## config.mk

```make
export PLATFORM = sky130hd
export DESIGN_NAME = prefetch_unit
export DESIGN_NICKNAME = d
export VERILOG_FILES = /design/src/rtl/fetch_pkg.sv /design/src/rtl/fetch_fifo.sv /design/src/rtl/prefetch_unit.sv
export SDC_FILE = /design/constraint.sdc
export NUM_CORES = 1
export LEC_CHECK = 0
export CORE_UTILIZATION = 46
export DETAILED_ROUTE_END_ITERATION = 12
export PLACE_DENSITY = 0.7
export SYNTH_ARGS = -nofsm -noshare
export SYNTH_HDL_FRONTEND = slang
export SYNTH_HIERARCHICAL = 1
export SYNTH_SLANG_ARGS = --single-unit
```

## constraint.sdc

```tcl
create_clock -name clock -period 4.25 [get_ports clock]
set_input_delay 0.6375 -clock clock [delete_from_list [all_inputs] [get_ports clock]]
set_output_delay 0.6375 -clock clock [all_outputs]
set_load 0.05 [all_outputs]
```

## src/rtl/fetch_pkg.sv

```systemverilog
// Shared fetch-side types and constants.
// Holds the prefetch FSM state enum and the per-instruction byte stride.
package fetch_pkg;

  typedef enum logic {
    RUN   = 1'b0,
    FLUSH = 1'b1
  } state_e;

  localparam int FETCH_DATA_W = 32;
  localparam int INSTR_BYTES  = FETCH_DATA_W / 8;

  function automatic int instr_bytes(input int dw);
    return dw / 8;
  endfunction

endpackage

```

## src/rtl/fetch_fifo.sv

```systemverilog
// Instruction queue: DEPTH x WIDTH ring buffer, extra pointer bit for full/empty.
// Ports: clk, rst_n, i_push, i_pop, i_clear, i_wdata, o_rdata, o_full, o_empty, o_count.
module fetch_fifo #(
  parameter int WIDTH = 64,
  parameter int DEPTH = 4
) (
  input  logic                     clk,
  input  logic                     rst_n,
  input  logic                     i_push,
  input  logic                     i_pop,
  input  logic                     i_clear,
  input  logic [WIDTH-1:0]         i_wdata,
  output logic [WIDTH-1:0]         o_rdata,
  output logic                     o_full,
  output logic                     o_empty,
  output logic [$clog2(DEPTH):0]   o_count
);

  localparam int AW = $clog2(DEPTH);

  logic [WIDTH-1:0] r_mem [DEPTH];
  logic [AW:0]      r_wr;
  logic [AW:0]      r_rd;
  logic             w_push;
  logic             w_pop;

  assign o_empty = (r_wr == r_rd);
  assign o_full  = (r_wr[AW] != r_rd[AW]) &&
                   (r_wr[AW-1:0] == r_rd[AW-1:0]);
  assign o_count = r_wr - r_rd;

  assign w_pop  = i_pop & ~o_empty;
  assign w_push = i_push & (~o_full | w_pop);

  // Head is forced to zero when empty so downstream never sees stale words.
  assign o_rdata = o_empty ? '0 : r_mem[r_rd[AW-1:0]];

  always_ff @(posedge clk or negedge rst_n) begin
    if (!rst_n) begin
      r_wr <= '0;
      r_rd <= '0;
    end else if (i_clear) begin
      r_wr <= '0;
      r_rd <= '0;
    end else begin
      if (w_push) r_wr <= r_wr + 1'b1;
      if (w_pop)  r_rd <= r_rd + 1'b1;
    end
  end

  always_ff @(posedge clk) begin
    if (w_push && !i_clear) r_mem[r_wr[AW-1:0]] <= i_wdata;
  end

endmodule

```

## src/rtl/prefetch_unit.sv

```systemverilog
// Instruction prefetcher: credit-limited fetch, in-order response queue, jump flush.
// Ports: clock/reset, jump_flg/jump_target, imem_req_*, imem_rsp_*, out_valid/out_ready,
// instruction/address; align_err only when PREFETCH_ALIGN_CHK_EN is defined.
module prefetch_unit
  import fetch_pkg::*;
#(
  parameter int                ADDR_W   = 32,
  parameter int                DATA_W   = 32,
  parameter int                DEPTH    = 4,
  parameter logic [ADDR_W-1:0] RESET_PC = '0
) (
  input  logic              clock,
  input  logic              reset,
  input  logic              jump_flg,
  input  logic [ADDR_W-1:0] jump_target,
  output logic              imem_req_valid,
  input  logic              imem_req_ready,
  output logic [ADDR_W-1:0] imem_req_addr,
  input  logic              imem_rsp_valid,
  input  logic [DATA_W-1:0] imem_rsp_data,
  output logic              out_valid,
  input  logic              out_ready,
  output logic [DATA_W-1:0] instruction,
  output logic [ADDR_W-1:0] address
`ifdef PREFETCH_ALIGN_CHK_EN
  ,
  output logic              align_err
`endif
);

  localparam int INC = instr_bytes(DATA_W);
  localparam int CW  = $clog2(DEPTH) + 1;
  localparam logic [ADDR_W-1:0] LOW_MASK = ADDR_W'(INC - 1);

  state_e            r_state;
  state_e            w_state_nx;
  logic [ADDR_W-1:0] r_pc;
  logic [ADDR_W-1:0] r_rsp_pc;
  logic [CW-1:0]     r_inflight;
  logic [CW-1:0]     r_drop_cnt;
  logic [CW-1:0]     w_inflight_nx;
  logic [CW-1:0]     w_drop_nx;
  logic [CW:0]       w_used;
  logic [ADDR_W-1:0] w_target;
  logic [CW-1:0]     w_count;
  logic              w_full;
  logic              w_empty;
  logic              w_acc;
  logic              w_stale;
  logic              w_push;
  logic              w_pop;
  logic [ADDR_W+DATA_W-1:0] w_head;

`ifdef PREFETCH_ALIGN_CHK_EN
  logic w_mis;
  assign w_mis    = |(jump_target & LOW_MASK);
  assign w_target = jump_target & ~LOW_MASK;
`else
  assign w_target = jump_target;
`endif

  // Outstanding responses (stale ones included) plus queued words must
  // leave a free slot, so every response is guaranteed room on arrival.
  assign w_used = {1'b0, r_inflight} + {1'b0, w_count};
  assign imem_req_valid = reset & ~w_full &
                          (w_used < (CW+1)'(DEPTH));
  assign imem_req_addr  = r_pc;

  assign w_acc   = imem_req_valid & imem_req_ready;
  assign w_stale = (r_drop_cnt != '0);
  assign w_push  = imem_rsp_valid & ~jump_flg & ~w_stale;
  assign w_pop   = out_valid & out_ready & ~jump_flg;

  assign w_inflight_nx = r_inflight + CW'(w_acc) - CW'(imem_rsp_valid);

  always_comb begin
    w_drop_nx  = r_drop_cnt;
    w_state_nx = r_state;
    if (jump_flg) begin
      // Everything still outstanding after this cycle is stale.
      w_drop_nx  = w_inflight_nx;
      w_state_nx = (w_inflight_nx != '0) ? FLUSH : RUN;
    end else begin
      if (imem_rsp_valid && w_stale) w_drop_nx = r_drop_cnt - 1'b1;
      if (r_state == FLUSH && w_drop_nx == '0) w_state_nx = RUN;
    end
  end

  always_ff @(posedge clock or negedge reset) begin
    if (!reset) begin
      r_state    <= RUN;
      r_pc       <= RESET_PC;
      r_rsp_pc   <= RESET_PC;
      r_inflight <= '0;
      r_drop_cnt <= '0;
    end else begin
      r_state    <= w_state_nx;
      r_inflight <= w_inflight_nx;
      r_drop_cnt <= w_drop_nx;
      if (jump_flg)   r_pc <= w_target;
      else if (w_acc) r_pc <= r_pc + ADDR_W'(INC);
      if (jump_flg)    r_rsp_pc <= w_target;
      else if (w_push) r_rsp_pc <= r_rsp_pc + ADDR_W'(INC);
    end
  end

`ifdef PREFETCH_ALIGN_CHK_EN
  always_ff @(posedge clock or negedge reset) begin
    if (!reset)                align_err <= 1'b0;
    else if (jump_flg & w_mis) align_err <= 1'b1;
  end
`endif

  fetch_fifo #(
    .WIDTH (ADDR_W + DATA_W),
    .DEPTH (DEPTH)
  ) u_fifo (
    .clk     (clock),
    .rst_n   (reset),
    .i_push  (w_push),
    .i_pop   (w_pop),
    .i_clear (jump_flg),
    .i_wdata ({r_rsp_pc, imem_rsp_data}),
    .o_rdata (w_head),
    .o_full  (w_full),
    .o_empty (w_empty),
    .o_count (w_count)
  );

  assign out_valid   = ~w_empty;
  assign instruction = w_head[DATA_W-1:0];
  assign address     = w_head[ADDR_W+DATA_W-1:DATA_W];

endmodule

```

==> results <==
-- flip-flops by register name, indices dropped and copies added (netlist names) --
register,count
imem_req_addr,32
r_drop_cnt,3
r_inflight,3
r_rsp_pc,32
u_fifo/r_mem,256
u_fifo/r_rd,3
u_fifo/r_wr,3
-- layout make-up --
type                            instances  area [µm²]  area share [%]
Multi-Input combinational cell        461        4260            24.6
Sequential cell                       332        9600            55.3
Inverter                               25        93.8           0.541
Tap cell                              390         488            2.81
Clock buffer                           47         931            5.37
Timing Repair Buffer                  189        1890            10.9
Clock inverter                         11        86.3           0.498
-- worst max path at each step --
stage	endpoint
after floorplan	u_fifo/r_mem[0][0]
after global placement	r_drop_cnt[2]
after detailed placement	r_drop_cnt[2]
after CTS	address[14]
after global routing	r_drop_cnt[2]
final	r_drop_cnt[2]
-- worst reg2reg max path: cells and delay by family (launching register included) --
kind	cells	cell delay, ns
AOI/OAI and AO/OA	1	0.09
buffers and inverters	2	0.16
DFF	1	0.40
xor gates and xnor gates	3	0.54
adders and majority gates	6	1.77
and+or+nand+nor	3	0.82
-- layout by cell type, fill, tap and decap left out, drive strengths merged, types with 15 or more instances in the layout --
master	count
xor2	23
mux4	64
edfxtp	256
clkdlybuf4s50	151
nor2	30
mux2	32
buf	37
dfrtp	76
clkbuf	47
a21oi	19
and2	67
xnor2	31
ha	15
inv	26
nand3	30
nand2	30
-- through the flow --
step                cells  hold WS (ns)  util (%)  setup WS [ns]
finish               1455         0.513      58.1          0.386
global route         1455         0.512      58.1          0.146
CTS                  1455         0.493      58.1          0.380
detailed placement   1396         0.486      54.6          0.424
global placement     1396         0.485      54.6          0.591
floorplan             858         0.342         -          0.435
-- routing by layer --
metal / wire [µm] / GRT usage, % / vias up
met5: 0 / 0 / -
met4: 477 / 4.81 / 0
met3: 1900 / 3.67 / 41
met2: 13900 / 30.7 / 252
met1: 12600 / 26.4 / 3995
li1: - / - / 3655
-- power by group --
group	internal, W	switching, W	leakage, nW	total (W)
clock network	0.00159	0.00115	0.485	0.00274
registers	0.00366	0.000154	3.19	0.00382
logic	0.000560	0.000951	2.24	0.00151
-- kinds of logic after synthesis --
family | share of synthesized area (%)
AO/OA/AOI/OAI | 2.44
XOR/XNOR | 3.41
adder cells (fa/ha/maj) | 1.62
buffers and inverters | 1.92
flip-flops | 68.0
multiplexers | 13.1
AND/OR/NAND/NOR | 9.51
-- what timing repair did --
item                                   4_1_cts  5_1_grt
buffers inserted                             0        0
endpoints found under the hold margin        5        0
hold buffers                                 1        0
==> run summary <==
OUTCOME
----------------------------------------------------------------------------------------------------
Run status                                                                              complete, no violations

CRITICAL PATH
----------------------------------------------------------------------------------------------------
CP bufs+invs                                                                                       2
Startpoint of the worst-slack reg-to-reg timing path                                    u_fifo/r_wr[0]
Crit-path max FO                                                                                   4
Delay of the slowest critical-path stage                                                     0.50 ns
Timing startpoint of the critical path                                                  u_fifo/r_wr[0]
CP cell instances                                                                       inv_1, ha_1, fa_1, xnor2_1, ha_1, nor4b_2, nand3_2, ha_1, inv_1, ha_1, fa_1, xor2_1, xnor2_1, nand2_1, o21ai_0
Element type at the critical path start                                                         flop
Data arrival time at the worst-slack endpoint                                                4.28 ns
Type of destination of the critical path                                                        flop
Path length in cells of the critical path                                                         15
Number of cell instances on the worst register-to-register path                                   15
Delay-heaviest family, CP                                                                adder cells
Worst R2R End                                                                           r_drop_cnt[2]
CP Class                                                                                  reg -> reg
Worst-path cell with the longest stage delay                                                 nor4b_2
Cell mode on critical path                                                                      ha_1
Setup slack, reg-to-reg                                                                      0.39 ns
WP data required                                                                             4.67 ns

CLOCK TREE
----------------------------------------------------------------------------------------------------
Library cell used as clock root buffer                                                     clkbuf_16
Max clock buf depth                                                                                3
Clock latency on the worst-skew pair                                                         0.50 ns
CTS tree                                                                                       built
Post-cts repair resize count                                                                       0
TritonCTS buffer count                                                                            35
Deepest level of the CTS H-tree                                                                    2
TritonCTS sink count                                                                             332
Clock-pin slew reported for the worst setup and hold paths after clock tree synthesis        0.06 ns

PLACE
----------------------------------------------------------------------------------------------------
Routability congestion estimate                                                                0.802
Detailed Place HPWL                                                                          18.4 mm
Buffers added on ports                                                                           167
Post-placement cell area                                                                  0.0163 mm²

SYNTHESIS
----------------------------------------------------------------------------------------------------
Number of synthesized flops with an enable pin                                                   256
Count leader, synth                                                                         edfxtp_1
Count of different cell masters after synthesis                                                   49
Synthesized area per cell                                                                   16.4 µm²
Most used flip-flop cell after synthesis                                                    edfxtp_1
List of most frequent post-synthesis cells                                              256 x edfxtp_1, 76 x dfrtp_1, 67 x and2_1
Fraction of registers with async set/reset                                                     22.9%
Sequential-to-total area share from yosys stat                                                 68.0%
Portion of synthesized cell area occupied by the leading cell type                             54.5%
Number of instances in the synthesized netlist                                                   858
Flop and latch count out of synthesis                                                            332
Synthesis warning total                                                                            6
Cell Area, Synth                                                                          0.0141 mm²
Library cell with the largest summed area after synthesis                                   edfxtp_1
Main area contributors after synthesis                                                  edfxtp_1 55%, dfrtp_1 13%, mux4_2 10%
Net count of the mapped netlist                                                                  945

LAYOUT
----------------------------------------------------------------------------------------------------
Share of final-layout standard cells stronger than drive strength 1                            17.9%
Synth-to-layout area growth                                                                    23.0%
Layout Nets                                                                                     1131
Final non-filler cell area                                                                0.0173 mm²
Filler Cells Inserted                                                                           2294
Count of inserted antenna diode cells                                                              0

GLOBAL ROUTING
----------------------------------------------------------------------------------------------------
Number of global-route vias before repair                                                       7986
Leftover overflow at the end of global routing                                                     0
Number of antenna violations at the first check in global routing                                  0
Global Route Usage Sum                                                                         19.0%
Pin count of the biggest net entering global routing                                              73
Wire length of the first global-routing pass                                                 45.0 mm

ROUTING
----------------------------------------------------------------------------------------------------
Post-DRT Antenna Nets                                                                              0
Overall via count from detail_route                                                             7943
Avg WL per Cell                                                                              19.8 µm
DR pass1 iterations                                                                                5
Number of design-rule violations left by the first detailed-router iteration                     496
Drc violations                                                                                     0
Mean number of vias per cell                                                                    5.46
Overall routed net length                                                                    28.9 mm

TIMING
----------------------------------------------------------------------------------------------------
RSZ-0062 raised after global routing                                                           false
Worst Tran Pin Value                                                                        0.937 ns
Setup TNS                                                                                       0 ns
Max-slew violations                                                                                0
Slew Limit Headroom                                                                            37.5%
Fin crit share                                                                                 90.9%
Final hold vios                                                                                    0
Final setup violation count                                                                        0
Max Clock Freq                                                                             0.259 GHz
Tmin final                                                                                   3.86 ns
Fin Clk Skew                                                                               0.0141 ns

POWER
----------------------------------------------------------------------------------------------------
Total power of the final layout                                                            0.00807 W
Power density normalized to cell area                                                     465 mW/mm²
Maximum ir drop on the vdd rail                                                           0.000243 V
Standby leakage power                                                                        5.91 nW

FLOORPLANNING
----------------------------------------------------------------------------------------------------
Die Area                                                                                  0.0314 mm²
Die extent in y                                                                               177 µm
Core area                                                                                 0.0299 mm²
Die Width                                                                                     177 µm
IO Pins                                                                                          168
Starting utilization of the core area                                                          47.2%
Number of core rows                                                                               63

FLOW RUN
----------------------------------------------------------------------------------------------------
Total of max-cap violations                                                                        0

HOLD PATH
----------------------------------------------------------------------------------------------------
Tightest Hold Check Type                                                                 in -> async

No activity file was read; power rests on OpenSTA's default activity.
